File: src/rtl/norm_pkg.sv
// Shared definitions for the normalization stage: FSM encodings and the
// signed saturation bounds for a given lane width.
package norm_pkg;

    typedef enum logic [1:0] {
        NORM_IDLE  = 2'd0,
        NORM_RUN   = 2'd1,
        NORM_DRAIN = 2'd2,
        NORM_DONE  = 2'd3
    } norm_state_t;

    localparam int NORM_DWIDTH = 8;

    function automatic int sat_max(input int w);
        return (1 << (w - 1)) - 1;
    endfunction

    function automatic int sat_min(input int w);
        return -(1 << (w - 1));
    endfunction

    localparam int NORM_SAT_MAX = sat_max(NORM_DWIDTH);
    localparam int NORM_SAT_MIN = sat_min(NORM_DWIDTH);

endpackage

File: src/rtl/norm_lane.sv
// Stage-2 arithmetic for one lane: scale, arithmetic shift, saturate.
// NORM_RELU_EN additionally clamps negative results to zero.
module norm_lane
    import norm_pkg::*;
#(
    parameter int DWIDTH = NORM_DWIDTH,
    parameter int SHIFT  = 4
) (
    input  logic [DWIDTH:0]   i_diff,
    input  logic [DWIDTH-1:0] i_scale,
    output logic [DWIDTH-1:0] o_res
);
    localparam int PW = 2 * DWIDTH + 1;
    localparam logic signed [PW-1:0] SMAX = PW'(sat_max(DWIDTH));
    localparam logic signed [PW-1:0] SMIN = PW'(sat_min(DWIDTH));

    logic signed [PW-1:0]     w_diff_x;
    logic signed [PW-1:0]     w_scale_x;
    logic signed [PW-1:0]     w_prod;
    logic signed [PW-1:0]     w_shr;
    logic        [DWIDTH-1:0] w_sat;

    // Scale is unsigned, so it is zero-extended before the signed multiply.
    assign w_diff_x  = {{(PW-DWIDTH-1){i_diff[DWIDTH]}}, i_diff};
    assign w_scale_x = {{(PW-DWIDTH){1'b0}}, i_scale};
    assign w_prod    = w_diff_x * w_scale_x;
    assign w_shr     = w_prod >>> SHIFT;

    always_comb begin
        w_sat = w_shr[DWIDTH-1:0];
        if (w_shr > SMAX)
            w_sat = SMAX[DWIDTH-1:0];
        else if (w_shr < SMIN)
            w_sat = SMIN[DWIDTH-1:0];
    end

`ifdef NORM_RELU_EN
    assign o_res = w_sat[DWIDTH-1] ? '0 : w_sat;
`else
    assign o_res = w_sat;
`endif

endmodule

File: src/rtl/norm_stage.sv
// Mean/scale normalization of matmul rows: two-stage pipeline with
// valid/ready backpressure and a run FSM. Optional ReLU via NORM_RELU_EN.
module norm_stage
    import norm_pkg::*;
#(
    parameter int DWIDTH    = NORM_DWIDTH,
    parameter int VEC_LANES = 4,
    parameter int SHIFT     = 4,
    parameter int CWIDTH    = 8
) (
    input  logic                          clk,
    input  logic                          reset,
    input  logic                          start_norm,
    input  logic [CWIDTH-1:0]             num_rows,
    input  logic [DWIDTH-1:0]             mean,
    input  logic [DWIDTH-1:0]             inv_var,
    input  logic [VEC_LANES*DWIDTH-1:0]   in_data,
    input  logic                          in_valid,
    output logic                          in_ready,
    output logic [VEC_LANES*DWIDTH-1:0]   out_data,
    output logic                          out_valid,
    input  logic                          out_ready,
    output logic                          done_norm
);
    norm_state_t                         r_state;
    logic [CWIDTH-1:0]                   r_num_rows, r_rows_in, r_rows_out;
    logic [DWIDTH-1:0]                   r_mean, r_inv_var;
    logic                                r_s1_vld, r_out_vld, r_done;
    logic [VEC_LANES-1:0][DWIDTH:0]      r_s1_diff;
    logic [VEC_LANES-1:0][DWIDTH-1:0]    r_out;
    logic [VEC_LANES-1:0][DWIDTH:0]      w_diff;
    logic [VEC_LANES-1:0][DWIDTH-1:0]    w_in_lane, w_res;
    logic                                w_adv, w_accept, w_emit, w_in_last, w_out_last;

    assign w_adv      = !r_out_vld || out_ready;
    assign in_ready   = (r_state == NORM_RUN) && w_adv;
    assign w_accept   = in_valid && in_ready;
    assign w_emit     = r_out_vld && out_ready;
    assign w_in_last  = (r_rows_in  + CWIDTH'(1)) == r_num_rows;
    assign w_out_last = (r_rows_out + CWIDTH'(1)) == r_num_rows;

    assign w_in_lane  = in_data;
    assign out_data   = r_out;
    assign out_valid  = r_out_vld;
    assign done_norm  = r_done;

    genvar g;
    generate
        for (g = 0; g < VEC_LANES; g++) begin : g_lane
            assign w_diff[g] = {w_in_lane[g][DWIDTH-1], w_in_lane[g]}
                             - {r_mean[DWIDTH-1], r_mean};
            norm_lane #(.DWIDTH(DWIDTH), .SHIFT(SHIFT)) u_lane (
                .i_diff  (r_s1_diff[g]),
                .i_scale (r_inv_var),
                .o_res   (w_res[g])
            );
        end
    endgenerate

    // Both stages move together; out_data only loads when a real row arrives.
    always_ff @(posedge clk or posedge reset) begin
        if (reset) begin
            r_s1_vld  <= 1'b0;
            r_s1_diff <= '0;
            r_out_vld <= 1'b0;
            r_out     <= '0;
        end else if (!start_norm) begin
            r_s1_vld  <= 1'b0;
            r_out_vld <= 1'b0;
        end else if (w_adv) begin
            r_s1_vld  <= w_accept;
            r_out_vld <= r_s1_vld;
            if (w_accept)
                r_s1_diff <= w_diff;
            if (r_s1_vld)
                r_out <= w_res;
        end
    end

    always_ff @(posedge clk or posedge reset) begin
        if (reset) begin
            r_state    <= NORM_IDLE;
            r_num_rows <= '0;
            r_rows_in  <= '0;
            r_rows_out <= '0;
            r_mean     <= '0;
            r_inv_var  <= '0;
            r_done     <= 1'b0;
        end else if (!start_norm) begin
            r_state <= NORM_IDLE;
            r_done  <= 1'b0;
        end else begin
            case (r_state)
                NORM_IDLE: begin
                    r_num_rows <= num_rows;
                    r_mean     <= mean;
                    r_inv_var  <= inv_var;
                    r_rows_in  <= '0;
                    r_rows_out <= '0;
                    if (num_rows == '0) begin
                        r_state <= NORM_DONE;
                        r_done  <= 1'b1;
                    end else begin
                        r_state <= NORM_RUN;
                    end
                end
                NORM_RUN, NORM_DRAIN: begin
                    if (w_accept)
                        r_rows_in <= r_rows_in + CWIDTH'(1);
                    if (w_emit)
                        r_rows_out <= r_rows_out + CWIDTH'(1);
                    // The last emit can only follow the last accept, so it wins.
                    if (w_emit && w_out_last) begin
                        r_state <= NORM_DONE;
                        r_done  <= 1'b1;
                    end else if (r_state == NORM_RUN && w_accept && w_in_last) begin
                        r_state <= NORM_DRAIN;
                    end
                end
                NORM_DONE: r_state <= NORM_DONE;
                default:   r_state <= NORM_IDLE;
            endcase
        end
    end

endmodule

File: config.mk
export PLATFORM = sky130hd
export DESIGN_NAME = norm_stage
export DESIGN_NICKNAME = d
export VERILOG_FILES = /design/src/rtl/norm_pkg.sv /design/src/rtl/norm_lane.sv /design/src/rtl/norm_stage.sv
export SDC_FILE = /design/constraint.sdc
export NUM_CORES = 1
export LEC_CHECK = 0
export CAP_MARGIN = 30
export CORE_MARGIN = 2
export CORE_UTILIZATION = 55
export CTS_CLUSTER_SIZE = 16
export DETAILED_ROUTE_END_ITERATION = 12
export PLACE_DENSITY = 0.74
export SYNTH_ARGS = -nofsm -noshare
export SYNTH_HDL_FRONTEND = slang
export SYNTH_SLANG_ARGS = --single-unit
File: constraint.sdc
create_clock -name clk -period 10.9 [get_ports clk]
set_clock_uncertainty 0.2 [all_clocks]
set_input_delay 1.09 -clock clk [delete_from_list [all_inputs] [get_ports clk]]
set_output_delay 1.09 -clock clk [all_outputs]
set_load 0.01 [all_outputs]
==> results of run 1 <==
[cells by family after synthesis]
group                    Yosys count  share of synthesized area
flip-flops                       113                      0.166
AO/OA/AOI/OAI                    286                      0.107
multiplexers                      34                     0.0218
XOR/XNOR                          91                     0.0471
adder cells (fa/ha/maj)          393                      0.392
buffers and inverters            467                      0.103
AND/OR/NAND/NOR                  567                      0.163
[stage by stage]
stage,util,cells
after global routing,0.621,2416
final,0.621,2416
after floorplan,-,1951
after global placement,0.600,2383
after detailed placement,0.600,2383
after CTS,0.621,2415
[final cells by class]
type	instances	share of cell area
clock buffer	17	0.0224
clock inverter	15	0.0117
inverter	396	0.0783
multi-input combinational	1371	0.657
sequential	113	0.149
tap	396	0.0261
timing repair buffer	108	0.0555
[registers in the layout, indices dropped and copies added (netlist names)]
signal	cells
r_mean	8
r_rows_out	8
r_s1_vld	1
r_inv_var	8
r_s1_diff	36
r_rows_in	8
r_num_rows	8
done_norm	1
r_state	2
out_valid	1
out_data	32
[worst paths after layout]
kind	start	to	slack, ns	depth (start not counted)
max in group asynchronous	reset	out_data[23]	8.28	3
worst min-delay path	out_data[7]	out_data[7]	0.28	2
worst max register to register	r_inv_var[0]	out_data[14]	4.84	17
worst max-delay path	r_inv_var[0]	out_data[14]	4.84	17
worst min register to register	out_data[7]	out_data[7]	0.28	2
min in group asynchronous	reset	r_rows_in[4]	1.01	2
[worst reg2reg max path, cell delays in order, from the launching register on]
cell	delay [ns]
dfrtp_1	0.73
buf_8	0.24
nand2_1	0.15
fa_1	0.57
inv_1	0.15
fa_1	0.52
fa_1	0.51
inv_1	0.06
fa_1	0.52
inv_1	0.04
ha_1	0.37
a2111o_1	0.47
or4_1	0.47
nand3_1	0.11
nand4_1	0.10
or3_4	0.38
a21oi_4	0.21
o22ai_1	0.14
[cell usage after synthesis, types with 26 or more instances]
cell type / instances / area share
a21oi_1: 54 / 0.016
and2_1: 153 / 0.056
clkbuf_1: 68 / 0.015
dfrtp_1: 113 / 0.17
fa_1: 236 / 0.28
ha_1: 157 / 0.12
inv_1: 396 / 0.087
nand2_1: 222 / 0.049
nor2_1: 81 / 0.018
o21ai_0: 94 / 0.028
xnor2_1: 64 / 0.033
xor2_1: 26 / 0.013
[routing by layer]
| metal | vias up | wire (um) |
|---|---|---|
| met1 | 6533 | 16400 |
| li1 | 6247 | - |
| met5 | - | 0 |
| met3 | 55 | 2090 |
| met4 | 0 | 1100 |
| met2 | 300 | 18800 |
==> results.toml, run 1 <==
[run_status]
status = "finished clean"

[sta]
rsz0062_at_grt = "false"
max_freq_ghz = 0.165
worst_slack_ns = 4.84
finalSetupTns_ns = 0
finalSetupViolations = 0
drv_slew = 0
fin_crit_ns = 6.06
tightest_slew_ns = 0.918
post-route-period-util = 0.556
final-hold-violation-count = 0
slew_headroom = 0.388
fin_hold_ws_ns = 0.277

[global_route]
met2_usage = 0.420
grt_pass1_vias = 13792
grt_max_degree = 80
use_met3 = 0.0532
antenna_found_initial = 0
grt-busiest-layer = "met2"
grt_first_pass_wirelength_um = 65900
overflow = 0
grtUsageTotal = 0.248
use_met1 = 0.317

[clock_network]
clockRootBuffer = "clkbuf_16"
clk_path_buf_depth = 2
clock_latency_ns = 0.44
postCtsSetupBuffers = 0
cts_hold_buffers = 0
cts_num_sinks = 113
numCtsBuffers = 17
cts_tree = "done"
cts_resized = 0
path_clk_slew_ns = 0.07
h-tree-depth = 4

[setup_path]
crit_path_start_kind = "flip-flop"
path_delay_family = "adder cells"
worst_ep_required_time_ns = 11.01
worst-path-buf-inv = 4
worstPathCellList = "buf_8 -> nand2_1 -> fa_1 -> inv_1 -> fa_1 -> fa_1 -> inv_1 -> fa_1 -> inv_1 -> ha_1 -> a2111o_1 -> or4_1 -> nand3_1 -> nand4_1 -> or3_4 -> a21oi_4 -> o22ai_1"
crit_fanout = 16
worstSetupPathType = "flip-flop to flip-flop"
slowest_delay_ns = 0.73
arrival_ns = 6.17
critPathCaptureType = "flip-flop"
slowest_stage = "dfrtp_1"
crit_top_cell = "fa_1"

[detailed_routing]
drt_iter0_drc = 585
vias_per_cell = 5.44
drc = 0
routed_wl_um = 38400
wl_per_cell_um = 15.9
ant_nets = 0
vias = 13135
dr.pass1.iters = 7

[synthesis]
async_flop_share = 1.00
syn_nets = 2405
syn_avg_cell_area_um2 = 8.75
synth-seq-cells = 113
synthDistinctLibCells = 67
yosysWarnings = 0
synth_flop_cell = "dfrtp_1"
netlist_area_mm2 = 0.0171
syn-instance-count = 1951
synth_edf_count = 0
ys_seq_area_frac = 0.166

[place]
place_ws_ns = 4.57
numPortBuffers = 95
hpwl_um = 30100
placedInstanceArea_mm2 = 0.0183
finalWeightedCongestion = 0.845

[finish]
design_area_mm2 = 0.0190
final_cell_mix = "inv_1, fa_1, nand2_1"
fill_cells = 2610
diodes = 0
drive_above_1_share = 0.0431
seqCellArea_mm2 = 0.00283
multiInputGateArea_mm2 = 0.0125
finalNetCount = 2461
layout_commonest_cell = "inv_1"
synthToLayoutAreaGrowth_pct = 11.3

[floorplanning]
io-pin-count = 96
dieArea_mm2 = 0.0325
start_util = 0.558
die_y_um = 180
core_area_mm2 = 0.0306
rows = 64
fp.dieW_um = 180

[worst_hold_path]
hp-class = "flip-flop to flip-flop"

[flow_run]
maxCapViolCount = 0
Power of run 1 is not shown: default switching activity piles up to over one toggle a cycle in this logic, so the estimate is an artifact.
==> run 2, diff against run 1 <==
- clock period: 10.9 -> 6.35 ns (I/O delays scaled with it)
==> run 2 against run 1 <==
- wire length fell by 0.67%
- sequential share of layout area decreased by 0.073 points
- worst hold slack is essentially flat
- register-to-register slack lost 4.5 ns
- design area grew 0.49%
- setup slack got worse by 4.5 ns
- core utilization increased by 0.31 points
- largest cell class unchanged
==> results.toml, run 2 (synthesis gave the netlist of run 1 again) <==
[floorplanning]
fp.dieW_um = 180
dieArea_mm2 = 0.0325
rows = 64
io-pin-count = 96
core_area_mm2 = 0.0306
start_util = 0.558
die_y_um = 180

[setup_path]
critPathCaptureType = "flip-flop"
crit_fanout = 19
slowest_stage = "dfrtp_1"
arrival_ns = 6.08
worstSetupPathType = "flip-flop to flip-flop"
slowest_delay_ns = 0.90
crit_path_start_kind = "flip-flop"
worst_ep_required_time_ns = 6.46
crit_top_cell = "fa_1"
worstPathCellList = "buf_4 -> nand2_1 -> fa_1 -> inv_1 -> fa_1 -> fa_1 -> inv_1 -> fa_1 -> inv_1 -> ha_1 -> a21oi_1 -> o211ai_1 -> a221o_1 -> xnor2_1 -> nor4b_1 -> a21oi_1 -> o22ai_1"

[finish]
layout_commonest_cell = "inv_1"
drive_above_1_share = 0.0473
final_cell_mix = "inv_1, fa_1, nand2_1"
final_cells = 2425
fill_cells = 2593
largest_reg_flops = 36
finalNetCount = 2470
design_area_mm2 = 0.0191
synthToLayoutAreaGrowth_pct = 11.9
top_register = "r_s1_diff"

[flow_run]
maxCapViolCount = 0

[place]
finalWeightedCongestion = 0.862
dp.cells = 2392
placedInstanceArea_mm2 = 0.0184
numPortBuffers = 95
hpwl_um = 30600

[global_route]
grt_pass1_vias = 13482
overflow = 0
grt_max_degree = 80
grt_first_pass_wirelength_um = 64900
grtUsageTotal = 0.247
antenna_found_initial = 1

[sta]
fin_crit_ns = 5.97
finalSetupTns_ns = 0
rsz0062_at_grt = "false"
post-route-period-util = 0.940
drv_slew = 0
final-hold-violation-count = 0
tightest_slew_ns = 0.860
slew_headroom = 0.426
max_freq_ghz = 0.167
finalSetupViolations = 0

[clock_network]
h-tree-depth = 4
cts_num_sinks = 113
cts_hold_buffers = 0
cts_resized = 0
clock_latency_ns = 0.46
path_clk_slew_ns = 0.07
clockRootBuffer = "clkbuf_16"
cts_tree = "done"
clk_path_buf_depth = 2
numCtsBuffers = 17
postCtsSetupBuffers = 0

[run_status]
status = "finished clean"

[detailed_routing]
vias_per_cell = 5.37
dr.pass1.iters = 7
wl_per_cell_um = 15.7
vias = 13019
ant_nets = 0
routed_wl_um = 38200
drc = 0
drt_iter0_drc = 596

[worst_hold_path]
hp-class = "flip-flop to flip-flop"
## run 2: critical path: cells and delay by family (launching register included)
family	cells	cell delay [ns]
xor+xnor	1	0.19
simple gates	2	0.19
buf+inv	4	0.48
fa+ha+maj	5	2.37
flops	1	0.90
compound gates	5	1.47
## run 2: through the flow
step                setup WS, ns  utilization  hold slack [ns]
finish                     0.379        0.625            0.277
global route              0.0665        0.625            0.318
CTS                        0.410        0.623            0.285
detailed placement         0.445        0.602            0.270
global placement           0.586        0.602            0.262
floorplan                  0.719            -            0.271
## run 2: final cells by class
type,instances,area (um^2),area share
diodes,1,2.50,0.000131
clock inverters,14,226,0.0119
multi-input cells,1371,12500,0.654
well taps,396,495,0.0259
flip-flops and latches,113,2830,0.148
repair buffers,117,1140,0.0595
inverters,396,1490,0.0779
clock buffers,17,425,0.0223
## run 2: final timing paths
check,cells past startpoint,slack (ns),to,start
worst min register to register,2,0.28,out_data[7],out_data[7]
worst max-delay path,17,0.38,out_data[24],r_inv_var[4]
worst min-delay path,2,0.28,out_data[7],out_data[7]
max in group asynchronous,4,4.40,out_data[21],reset
min in group asynchronous,2,0.29,r_rows_in[5],reset
worst max register to register,17,0.38,out_data[24],r_inv_var[4]
## run 2: metal layers
| metal | global-route usage | wire (um) | part of all wire |
|---|---|---|---|
| met3 | 0.0538 | 2250 | 0.059 |
| met1 | 0.316 | 16400 | 0.43 |
| met5 | 0 | 0 | 0 |
| met4 | 0.103 | 1280 | 0.033 |
| met2 | 0.409 | 18300 | 0.48 |
Power of run 2 is left out for the same reason.
==> run 3, diff against run 2 <==
- SETUP_SLACK_MARGIN: unset -> 0.3
==> run 3 against run 2 <==
- first-iteration DRC count rose by 3.2%
- register-to-register slack improved by 0.24 ns
- final cell count did not move
- critical path depth rose by 2
- via count rose by 0.25%
- fmax rose by 4.2%
- core utilization rose by 0.053 points
- wire length barely moved
- critical path type unchanged
- critical endpoint is now out_data[25]
==> results.toml, run 3 (synthesis gave the netlist of run 1 again) <==
[run_status]
status = "finished clean"

[clock_network]
clk_path_buf_depth = 2
cts_tree = "done"
clockRootBuffer = "clkbuf_16"
cts_num_sinks = 113
postCtsSetupBuffers = 0
cts_hold_buffers = 0
numCtsBuffers = 17
path_clk_slew_ns = 0.07
clock_latency_ns = 0.45
h-tree-depth = 4

[global_route]
antenna_found_initial = 1
grt_pass1_vias = 13482
grt_first_pass_wirelength_um = 64900
overflow = 0
grtUsageTotal = 0.247
grt_max_degree = 80

[place]
finalWeightedCongestion = 0.862
hpwl_um = 30600
numPortBuffers = 95

[setup_path]
worst_ep_required_time_ns = 6.46
crit_path_start_kind = "flip-flop"
slowest_delay_ns = 0.58
arrival_ns = 5.84
path_delay_family = "adder cells"
critPathCaptureType = "flip-flop"
crit_fanout = 19
worstSetupPathType = "flip-flop to flip-flop"
worst-path-buf-inv = 5
slowest_stage = "dfrtp_2"
worstPathCellList = "buf_4 -> and2_1 -> fa_1 -> inv_1 -> fa_1 -> inv_1 -> fa_1 -> inv_1 -> fa_1 -> inv_1 -> ha_1 -> a21oi_1 -> o211ai_1 -> a41o_1 -> a21oi_1 -> xor2_1 -> nand4_1 -> o22ai_1 -> o22ai_1"

[sta]
finalSetupViolations = 0
drv_slew = 0
final-hold-violation-count = 0
max_freq_ghz = 0.175
tightest_slew_ns = 0.687
rsz0062_at_grt = "true"
slew_headroom = 0.542
post-route-period-util = 0.902
fin_hold_ws_ns = 0.278
fin_crit_ns = 5.73
finalSetupTns_ns = 0

[finish]
largest_reg_flops = 36
multiInputGateArea_mm2 = 0.0125
final_cell_mix = "inv_1, fa_1, nand2_1"
synthToLayoutAreaGrowth_pct = 11.9
drive_above_1_share = 0.0503
fill_cells = 2591
layout_commonest_cell = "inv_1"
seqCellArea_mm2 = 0.00283
top_register = "r_s1_diff"
finalNetCount = 2470

[floorplanning]
die_y_um = 180
io-pin-count = 96
rows = 64
start_util = 0.558
core_area_mm2 = 0.0306
fp.dieW_um = 180
dieArea_mm2 = 0.0325

[detailed_routing]
routed_wl_um = 38200
drt_iter0_drc = 615
wl_per_cell_um = 15.7
ant_nets = 0
dr.pass1.iters = 5
vias_per_cell = 5.38
vias = 13051
drc = 0

[worst_hold_path]
hp-class = "flip-flop to flip-flop"

[flow_run]
maxCapViolCount = 0
==> run 3: changes by cell type in the layout (fill, tap and decap cells not counted) <==
cell,before,now
dfrtp_2,0,3
dfrtp_1,113,110
nor3_2,0,1
a211oi_1,18,17
a211oi_2,0,1
nor3_1,14,13
nand2_2,0,1
nand2_1,222,221
==> run 3: worst paths after layout <==
check / start / cells after the start / end / slack (ns)
max: r_inv_var[4] / 19 / out_data[25] / 0.62
min: out_data[7] / 2 / out_data[7] / 0.28
max reg2reg: r_inv_var[4] / 19 / out_data[25] / 0.62
min reg2reg: out_data[7] / 2 / out_data[7] / 0.28
max in group asynchronous: reset / 4 / r_inv_var[4] / 4.38
min in group asynchronous: reset / 2 / r_rows_in[5] / 0.30
==> run 3: cell type report <==
class                   count  share of cell area
multi-input cells        1371               0.654
clock inverters            14              0.0118
flip-flops and latches    113               0.148
well taps                 396              0.0259
repair buffers            117              0.0594
clock buffers              17              0.0222
diodes                      1            0.000131
inverters                 396              0.0779
==> run 3: through the flow <==
| stage | area [um^2] | utilization | worst slack, ns | std cells |
|---|---|---|---|---|
| 4_1_cts | 19100 | 0.623 | 0.410 | 2423 |
| 2_1_floorplan | 17100 | - | 0.719 | 1951 |
| 3_3_place_gp | 18400 | 0.602 | 0.586 | 2392 |
| 5_1_grt | 19100 | 0.625 | 0.284 | 2425 |
| 6_report | 19100 | 0.625 | 0.621 | 2425 |
| 3_5_place_dp | 18400 | 0.602 | 0.445 | 2392 |
==> run 3: repair_timing <==
action | 4_1_cts | 5_1_grt
endpoints found under the hold margin | 0 | 0
resized for setup | 0 | 7
setup endpoints to repair | 0 | 28
==> run 3: worst min-delay path, cell delays in order, from the launching register on <==
cell     delay (ns)
dfrtp_1        0.34
nand2_1        0.04
o21ai_0        0.06
==> run 3: per-layer routing <==
| metal | routed length, um | vias up | global-route usage |
|---|---|---|---|
| li1 | - | 6260 | - |
| met1 | 16200 | 6391 | 0.316 |
| met2 | 18300 | 335 | 0.409 |
| met3 | 2360 | 65 | 0.0538 |
| met4 | 1290 | 0 | 0.103 |
| met5 | 0 | - | 0 |
Power of run 3 is left out for the same reason.
